==> config.mk <==
export PLATFORM = sky130hd
export DESIGN_NAME = multi_motor_guard
export DESIGN_NICKNAME = d
export VERILOG_FILES = /design/src/rtl/multi_motor_guard.sv
export SDC_FILE = /design/constraint.sdc
export NUM_CORES = 1
export LEC_CHECK = 0
export CAP_MARGIN = 10
export CORE_AREA = 2 2 66 68
export CTS_CLUSTER_DIAMETER = 200
export DETAILED_ROUTE_END_ITERATION = 7
export DIE_AREA = 0 0 68 70
export GPL_TIMING_DRIVEN = 1
export PLACE_DENSITY_LB_ADDON = 0.2
export RECOVER_POWER = 50
export REMOVE_ABC_BUFFERS = 1
export SYNTH_ARGS = -nofsm -noshare
export SYNTH_HDL_FRONTEND = slang
export SYNTH_SLANG_ARGS = --single-unit
==> constraint.sdc <==
create_clock -name CLK_100MHz -period 2.4 [get_ports CLK_100MHz]
set_input_delay 0.36 -clock CLK_100MHz [delete_from_list [all_inputs] [get_ports CLK_100MHz]]
set_output_delay 0.36 -clock CLK_100MHz [all_outputs]
set_load 0.02 [all_outputs]
==> src/rtl/multi_motor_guard.sv <==
// rtl/multi_motor_guard.sv - NUM_CH-channel H-bridge steering guard with trip, cooldown, dead-time and lockout
// Build option: define OC_FILTER_EN to require OVER1 on two consecutive ticks before a trip.
module multi_motor_guard #(
    parameter int NUM_CH     = 2,
    parameter int DIV_BITS   = 11,
    parameter int DEAD_TICKS = 4,
    parameter int COOL_TICKS = 16,
    parameter int MAX_TRIPS  = 3
) (
    input  logic              CLK_100MHz,
    input  logic              RESET_N,
    input  logic [NUM_CH-1:0] PWM_IN,
    input  logic [NUM_CH-1:0] DIR,
    input  logic [NUM_CH-1:0] OVER1,
    input  logic [NUM_CH-1:0] UNDER750,
    input  logic              CLEAR,
    output logic [NUM_CH-1:0] FORWARD,
    output logic [NUM_CH-1:0] BACKWARD,
    output logic [NUM_CH-1:0] SNS,
    output logic [NUM_CH-1:0] FAULT
);

    localparam int TMAX = (DEAD_TICKS > COOL_TICKS) ? DEAD_TICKS : COOL_TICKS;
    localparam int TW   = $clog2(TMAX + 1);

    localparam logic [TW-1:0] DEAD_LOAD = TW'(DEAD_TICKS - 1);
    localparam logic [TW-1:0] COOL_LOAD = TW'(COOL_TICKS - 1);
    localparam logic [3:0]    TRIP_MAX  = 4'(MAX_TRIPS);

    typedef enum logic [2:0] {
        ST_RUN,
        ST_DEAD,
        ST_TRIP,
        ST_COOL,
        ST_LOCK
    } state_t;

    logic [DIV_BITS-1:0] div_q;
    logic                tick;

    state_t            state_q [NUM_CH];
    state_t            state_d [NUM_CH];
    logic [3:0]        cnt_q   [NUM_CH];
    logic [3:0]        cnt_d   [NUM_CH];
    logic [TW-1:0]     tmr_q   [NUM_CH];
    logic [TW-1:0]     tmr_d   [NUM_CH];
    logic [NUM_CH-1:0] dir_q, dir_d;
    logic [NUM_CH-1:0] sns_q, sns_d;
    logic [NUM_CH-1:0] oc_trip;
    logic [NUM_CH-1:0] run_st, lock_st;

    assign tick = &div_q;

    always_ff @(posedge CLK_100MHz or negedge RESET_N) begin
        if (!RESET_N) begin
            div_q <= '0;
        end else begin
            div_q <= div_q + 1'b1;
        end
    end

`ifdef OC_FILTER_EN
    logic [NUM_CH-1:0] hist_q;

    always_ff @(posedge CLK_100MHz or negedge RESET_N) begin
        if (!RESET_N) begin
            hist_q <= '0;
        end else if (tick) begin
            hist_q <= OVER1;
        end
    end

    assign oc_trip = OVER1 & hist_q;
`else
    assign oc_trip = OVER1;
`endif

    // CLEAR acts every cycle; the tick-gated trip below sees the cleared count, so a coincident trip lands at 1.
    always_comb begin
        for (int i = 0; i < NUM_CH; i++) begin
            state_d[i] = state_q[i];
            tmr_d[i]   = tmr_q[i];
            cnt_d[i]   = CLEAR ? 4'd0 : cnt_q[i];
            dir_d[i]   = dir_q[i];
            sns_d[i]   = sns_q[i];

            if (CLEAR && state_q[i] == ST_LOCK) begin
                state_d[i] = ST_TRIP;
            end

            if (tick) begin
                sns_d[i] = OVER1[i];
                if (state_q[i] != ST_LOCK && oc_trip[i]) begin
                    if (cnt_d[i] != TRIP_MAX) begin
                        cnt_d[i] = cnt_d[i] + 4'd1;
                    end
                    state_d[i] = (cnt_d[i] == TRIP_MAX) ? ST_LOCK : ST_TRIP;
                end else begin
                    case (state_q[i])
                        ST_RUN: begin
                            if (DIR[i] != dir_q[i]) begin
                                state_d[i] = ST_DEAD;
                                tmr_d[i]   = DEAD_LOAD;
                            end
                        end
                        ST_DEAD: begin
                            if (tmr_q[i] == '0) begin
                                dir_d[i]   = DIR[i];
                                state_d[i] = ST_RUN;
                            end else begin
                                tmr_d[i] = tmr_q[i] - 1'b1;
                            end
                        end
                        ST_TRIP: begin
                            if (UNDER750[i]) begin
                                state_d[i] = ST_COOL;
                                tmr_d[i]   = COOL_LOAD;
                            end
                        end
                        ST_COOL: begin
                            if (!UNDER750[i]) begin
                                state_d[i] = ST_TRIP;
                            end else if (tmr_q[i] == '0) begin
                                // Bridge has been off throughout, so no dead-time on direction pickup.
                                dir_d[i]   = DIR[i];
                                state_d[i] = ST_RUN;
                            end else begin
                                tmr_d[i] = tmr_q[i] - 1'b1;
                            end
                        end
                        default: begin
                        end
                    endcase
                end
            end
        end
    end

    always_ff @(posedge CLK_100MHz or negedge RESET_N) begin
        if (!RESET_N) begin
            for (int i = 0; i < NUM_CH; i++) begin
                state_q[i] <= ST_RUN;
                cnt_q[i]   <= '0;
                tmr_q[i]   <= '0;
            end
            dir_q <= '0;
            sns_q <= '0;
        end else begin
            for (int i = 0; i < NUM_CH; i++) begin
                state_q[i] <= state_d[i];
                cnt_q[i]   <= cnt_d[i];
                tmr_q[i]   <= tmr_d[i];
            end
            dir_q <= dir_d;
            sns_q <= sns_d;
        end
    end

    always_comb begin
        run_st  = '0;
        lock_st = '0;
        for (int i = 0; i < NUM_CH; i++) begin
            run_st[i]  = (state_q[i] == ST_RUN);
            lock_st[i] = (state_q[i] == ST_LOCK);
        end
    end

    // RESET_N gates the legs so the bridge is off while reset is held, even though the reset state is RUN.
    assign FORWARD  = PWM_IN & run_st & ~dir_q & {NUM_CH{RESET_N}};
    assign BACKWARD = PWM_IN & run_st &  dir_q & {NUM_CH{RESET_N}};
    assign SNS      = sns_q;
    assign FAULT    = lock_st;

endmodule

* After elaboration in Yosys (flattened, before gate mapping)
Cells that the tools add are included.
** Storage, ports and cells
- Latch bits :: 0
- Bits in read-only memories :: 0
- Register bits after elaboration :: 39
- Input port bits :: 11
- Memories :: 0
- Memory bits (writable) :: 0
- Output and inout bits :: 8
- Word-level logic and storage cells :: 108
** Cells by class
- Bitwise gates (word level) :: 8
- Add/sub/neg operators :: 5
- Shifts and indexed selects :: 0
- Magnitude comparators :: 0
- Reductions and logical operators :: 17
- Divide/modulo/power cells :: 0
- Eq/ne operators :: 22
- Multiply operators :: 0
- Mux-type cells :: 46
** Operator list (number)
- 3-bit 2-to-1 mux :: 16
- 4-bit 2-to-1 mux :: 12
- 5-bit 2-to-1 mux :: 8
- 5-bit one-hot mux with 4 select lines :: 2
- 16-bit AND reduction :: 2
- 14-bit AND reduction :: 2
- 3-bit one-hot mux with 4 select lines :: 2
- 3-bit by 2-bit equality test with 1-bit output (second input constant) :: 4
- 11-bit by 1-bit adder with 11-bit output (second input constant) :: 1
- 11-bit AND reduction :: 1
- 2-bit AND :: 5
- 5-bit zero test :: 2
- 5-bit by 1-bit subtractor with 5-bit output (second input constant) :: 2
- 4-bit by 1-bit adder with 4-bit output (second input constant) :: 2
- 4-bit by 2-bit equality test with 1-bit output (second input constant) :: 2
- 2-bit inequality test (second input constant) :: 4
- 4-bit by 2-bit inequality test with 1-bit output (second input constant) :: 2
- 4-bit nonzero test :: 2
- 3-bit by 1-bit equality test with 1-bit output (second input constant) :: 2
- 3-bit equality test (second input constant) :: 2
- 3-bit zero test :: 2
- 3-bit inequality test (second input constant) :: 2
- 1-bit logical AND :: 4
- 1-bit 2-to-1 mux :: 4
- 6 further kinds :: 11

* Depth between registers and ports, before layout
- Depth after elaboration :: 9
- Gate-level depth with buffers :: 10
- Depth with buffers taken out :: 9

* Least setup slack after synthesis
OpenSTA, ideal clock, no wires.
- Path type :: register -> register
- From :: register tmr_q[0] (netlist name)
- To :: register dir_q[1]
- Library setup time :: 0.125 ns
- Arrival :: 1.703 ns
- Period minus slack after synthesis :: 1.828 ns
- Path slack :: 0.572 ns
- Data required time :: 2.275 ns
- Path buffers :: 0
- Cell stages (with the launch flop) :: 7
- Cell sequence :: dfrtp_1 -> inv_1 -> ha_1 -> nor4b_1 -> nand2_1 -> nor4b_1 -> mux2_2
** Between the ends
- Cells in the longest elaborated chain, start to end :: 4
** Ends and longest elaborated chain
- from (decl) :: line 45 : logic [TW-1:0] tmr_q [NUM_CH];
- from (signal, indexed assignment) :: line 152 : tmr_q[i] <= tmr_d[i];
- 5-bit zero test (*) :: line 107, 123
- 1-bit 2-to-1 mux (*)
- 1-bit 2-to-1 mux
- 1-bit one-hot mux with 2 select lines (*)
- to (signal assigned) :: line 154 : dir_q <= dir_d;
- to (decl) :: line 47 : logic [NUM_CH-1:0] dir_q, dir_d;
Every way passes the cells marked *; elsewhere a longest branch is shown, timed or not. The select of a mux whose other input is x is not followed.
A chain may end at the register's enable or synchronous reset.

* Worst setup path after layout
- From :: register state_q[4] (netlist name)
- To :: output port FAULT[0]
** Between the ends
- Cells in the longest elaborated chain, start to end :: 1
** Ends and longest elaborated chain
- from (decl) :: line 41 : state_t state_q [NUM_CH];
- from (signal, indexed assignment) :: line 150 : state_q[i] <= state_d[i];
- 3-bit equality test :: line 164 : lock_st[i] = (state_q[i] == ST_LOCK);
- to (decl) :: line 20 : output logic [NUM_CH-1:0] FAULT
Every way passes these cells.

==> results.md <==
* Global-route wire length before repair at roughly 8300 µm
* Final setup viols at 0
* Clock slew at reported path FFs at ~0.080 ns
* YS warnings at 0
* Worst skew pair latency at approximately 0.3 ns
* CTS resizes at 0
* Slew headroom at -4.439%
* Hold WS at between 0.3 and 0.4 ns
* Critical Path End Type: primary output
* Post-synthesis register bit count at 39
* Gpl congestion at 0.8725
* CTS tree: built
* Lkg Pwr at about 1.2 nW
* Via count at 1973
* Post-Syn Area at between 2000 and 2500 µm²
* Status: complete, but fails checks
* CTS Buf Count at 5
* Type of the worst min-delay path: primary input to async pin
* CTS H-tree depth at 2
* Vias per cell at 5.670
* Nets@finish at approximately 310
* DR WL/cell at roughly 13 µm
* FP Rows at 24
* Worst-path fanout max at 10
* Number of I/O port buffers at 18
* # clock sinks at 39
* Number of max-cap violations at 1
* Commonest non-fill, non-tap cell in the layout: dfrtp_1
* Critical path class: flip-flop to primary output
* GRT Util Overall at a little under a quarter
* First drt pass iteration count at 5
* Antenna diodes at 0
* Longest Clk Path Bufs at 2
* Clock Tree Root: clkbuf_8
* Cts hold-fix bufs at 0
* Vias in the first global route at around 1.9k
* Layout cells sized above 1 at between 10% and 20%
* Fill count at between 300 and 400
* I/O pin cnt at 19
* CP Launch Type: flip-flop
* Final Cycle Share at 95.10%
* Crit path launch: state_q[4]$_DFF_PN0_
* Detailed Place HPWL at roughly 3500 µm
* Remaining DRCs at 0
* FMAX at ~0.44 GHz
* Post-Place Cells at 340
* Die area at approximately 4800 µm²
* Yosys cell types at 46
* Number of enable flip-flop cells after synthesis at 0
* Clock Skews at 0.01109 ns
* Grt total ovfl at 0
* Largest net degree at the start of global routing at 30
* Failing checks: capacitance limit, slew limit
* Post-synthesis sequential area ratio at a little over two fifths
* Final Hold Violating Endpoints at 0
* Synth Flop Type: dfrtp_1
* CP required at 2.04 ns
* Top post-synthesis cells by area: dfrtp_1, o21ai_0, nand2_1, nor2_1, ha_1
* R2r startpoint: div_q[0]$_DFF_PN0_
* Drt initial violations at 130
* DRT Wirelength at 4662 µm
* Setup Fix Bufs, Post-CTS at 0
* Setup TNS at 0 ns
* Yosys top cell area share at between 40% and 50%
* Largest area contributor in the netlist: dfrtp_1
* Post-route insts no fill at ~350
* Chip Width at 68 µm
* RSZ-0062 raised after global routing: false
* Cells after synthesis at ~270
* Post-synth ARST share at 100.0%
* Worst VDD drop at ~0.00028 V
* Post-DRT Antenna Nets at 0
* Layout overhead on the synthesized area at 17.48%
* Initial antenna violation count at 0
* Commonest cells after routing, fill and taps aside: dfrtp_1, nand2_1, o21ai_0
* Post-Syn Area per Cell at around 8.6 µm²
* Crit path time final at 2.282 ns
* Worst EP arrival at about 1.9 ns
* Core ar. at slightly above 4000 µm²
* Die height at 70 µm
* Initial Utilization at roughly 55%
* Slew @ Worst Pin at around 1.6 ns
* Pwr Total at 1.268 mW
* PD cells at around 470 nW/µm²
* Final Max Tran Viols at 30
==> cells by family after synthesis <==
group	share of synthesized area, %
compound gates	15.63
xor+xnor	4.956
fa+ha+maj	3.812
buf+inv	4.902
flops	42.48
mux	1.470
simple gates	26.74
==> worst max-delay path, stage by stage, from the launching register on <==
cell and delay (ns):
dfrtp_2 0.47, or3b_2 0.50, inv_1 0.07, clkdlybuf4s50_1 0.59
==> path summary, 6_finish.rpt <==
| check | endpoint | slack [ns] | cells after the start |
|---|---|---|---|
| max | FAULT[0] | 0.12 | 3 |
| max reg2reg | tmr_q[8]$_DFFE_PN0P_ | 0.26 | 6 |
| max in group asynchronous | state_q[4]$_DFF_PN0_ | 0.65 | 2 |
| min in group CLK_100MHz | div_q[4]$_DFF_PN0_ | 0.48 | 1 |
| min | cnt_q[6]$_DFF_PN0_ | 0.31 | 2 |
| min reg2reg | div_q[4]$_DFF_PN0_ | 0.48 | 1 |
==> cell type report <==
cell class              instances  area [µm²]  share of cell area (%)
clock inverters                 3       43.79                   1.623
repair buffers                 30       259.0                   9.597
flip-flops and latches         39       978.4                   36.25
well taps                      52       65.06                   2.411
multi-input cells             199        1209                   44.78
clock buffers                   5       68.82                   2.550
inverters                      20       75.07                   2.782
==> state kept, by name, summed over array words and instances, names as in the netlist <==
name,flops
SNS,2
div_q,11
state_q,6
dir_q,2
tmr_q,10
cnt_q,8
==> power breakdown <==
group / switching [mW] / internal [mW]
logic: 0.0372 / 0.0254
registers: 0.000408 / 0.657
clock network: 0.238 / 0.310
total: 0.275 / 0.992
==> metrics by stage <==
| step | worst slack [ns] | utilization, % | cell area [µm²] |
|---|---|---|---|
| 3_3_place_gp | 0.2564 | 62.50 | 2590 |
| 5_1_grt | 0.03310 | 65.13 | 2699 |
| 6_report | 0.1176 | 65.13 | 2699 |
| 2_1_floorplan | 0.5166 | - | 2260 |
| 4_1_cts | 0.07317 | 65.22 | 2703 |
| 3_5_place_dp | 0.1547 | 62.50 | 2590 |
==> metal layers <==
metal  share of wire (%)  GRT usage (%)
met5                   0              0
met1                  46          30.24
met3                 3.6          4.831
met2                  49          36.68
met4                 1.3          6.667
==> cell usage after synthesis, drive strengths merged, types with 7 or more instances <==
cell type / count
nand2: 30
o21ai: 26
inv: 20
nor3: 11
nand3: 12
dfrtp: 39
clkbuf: 7
xnor2: 7
nor2b: 7
a21oi: 12
nor2: 24
ha: 7
nand4: 7
(Power assumes the default switching activity.)
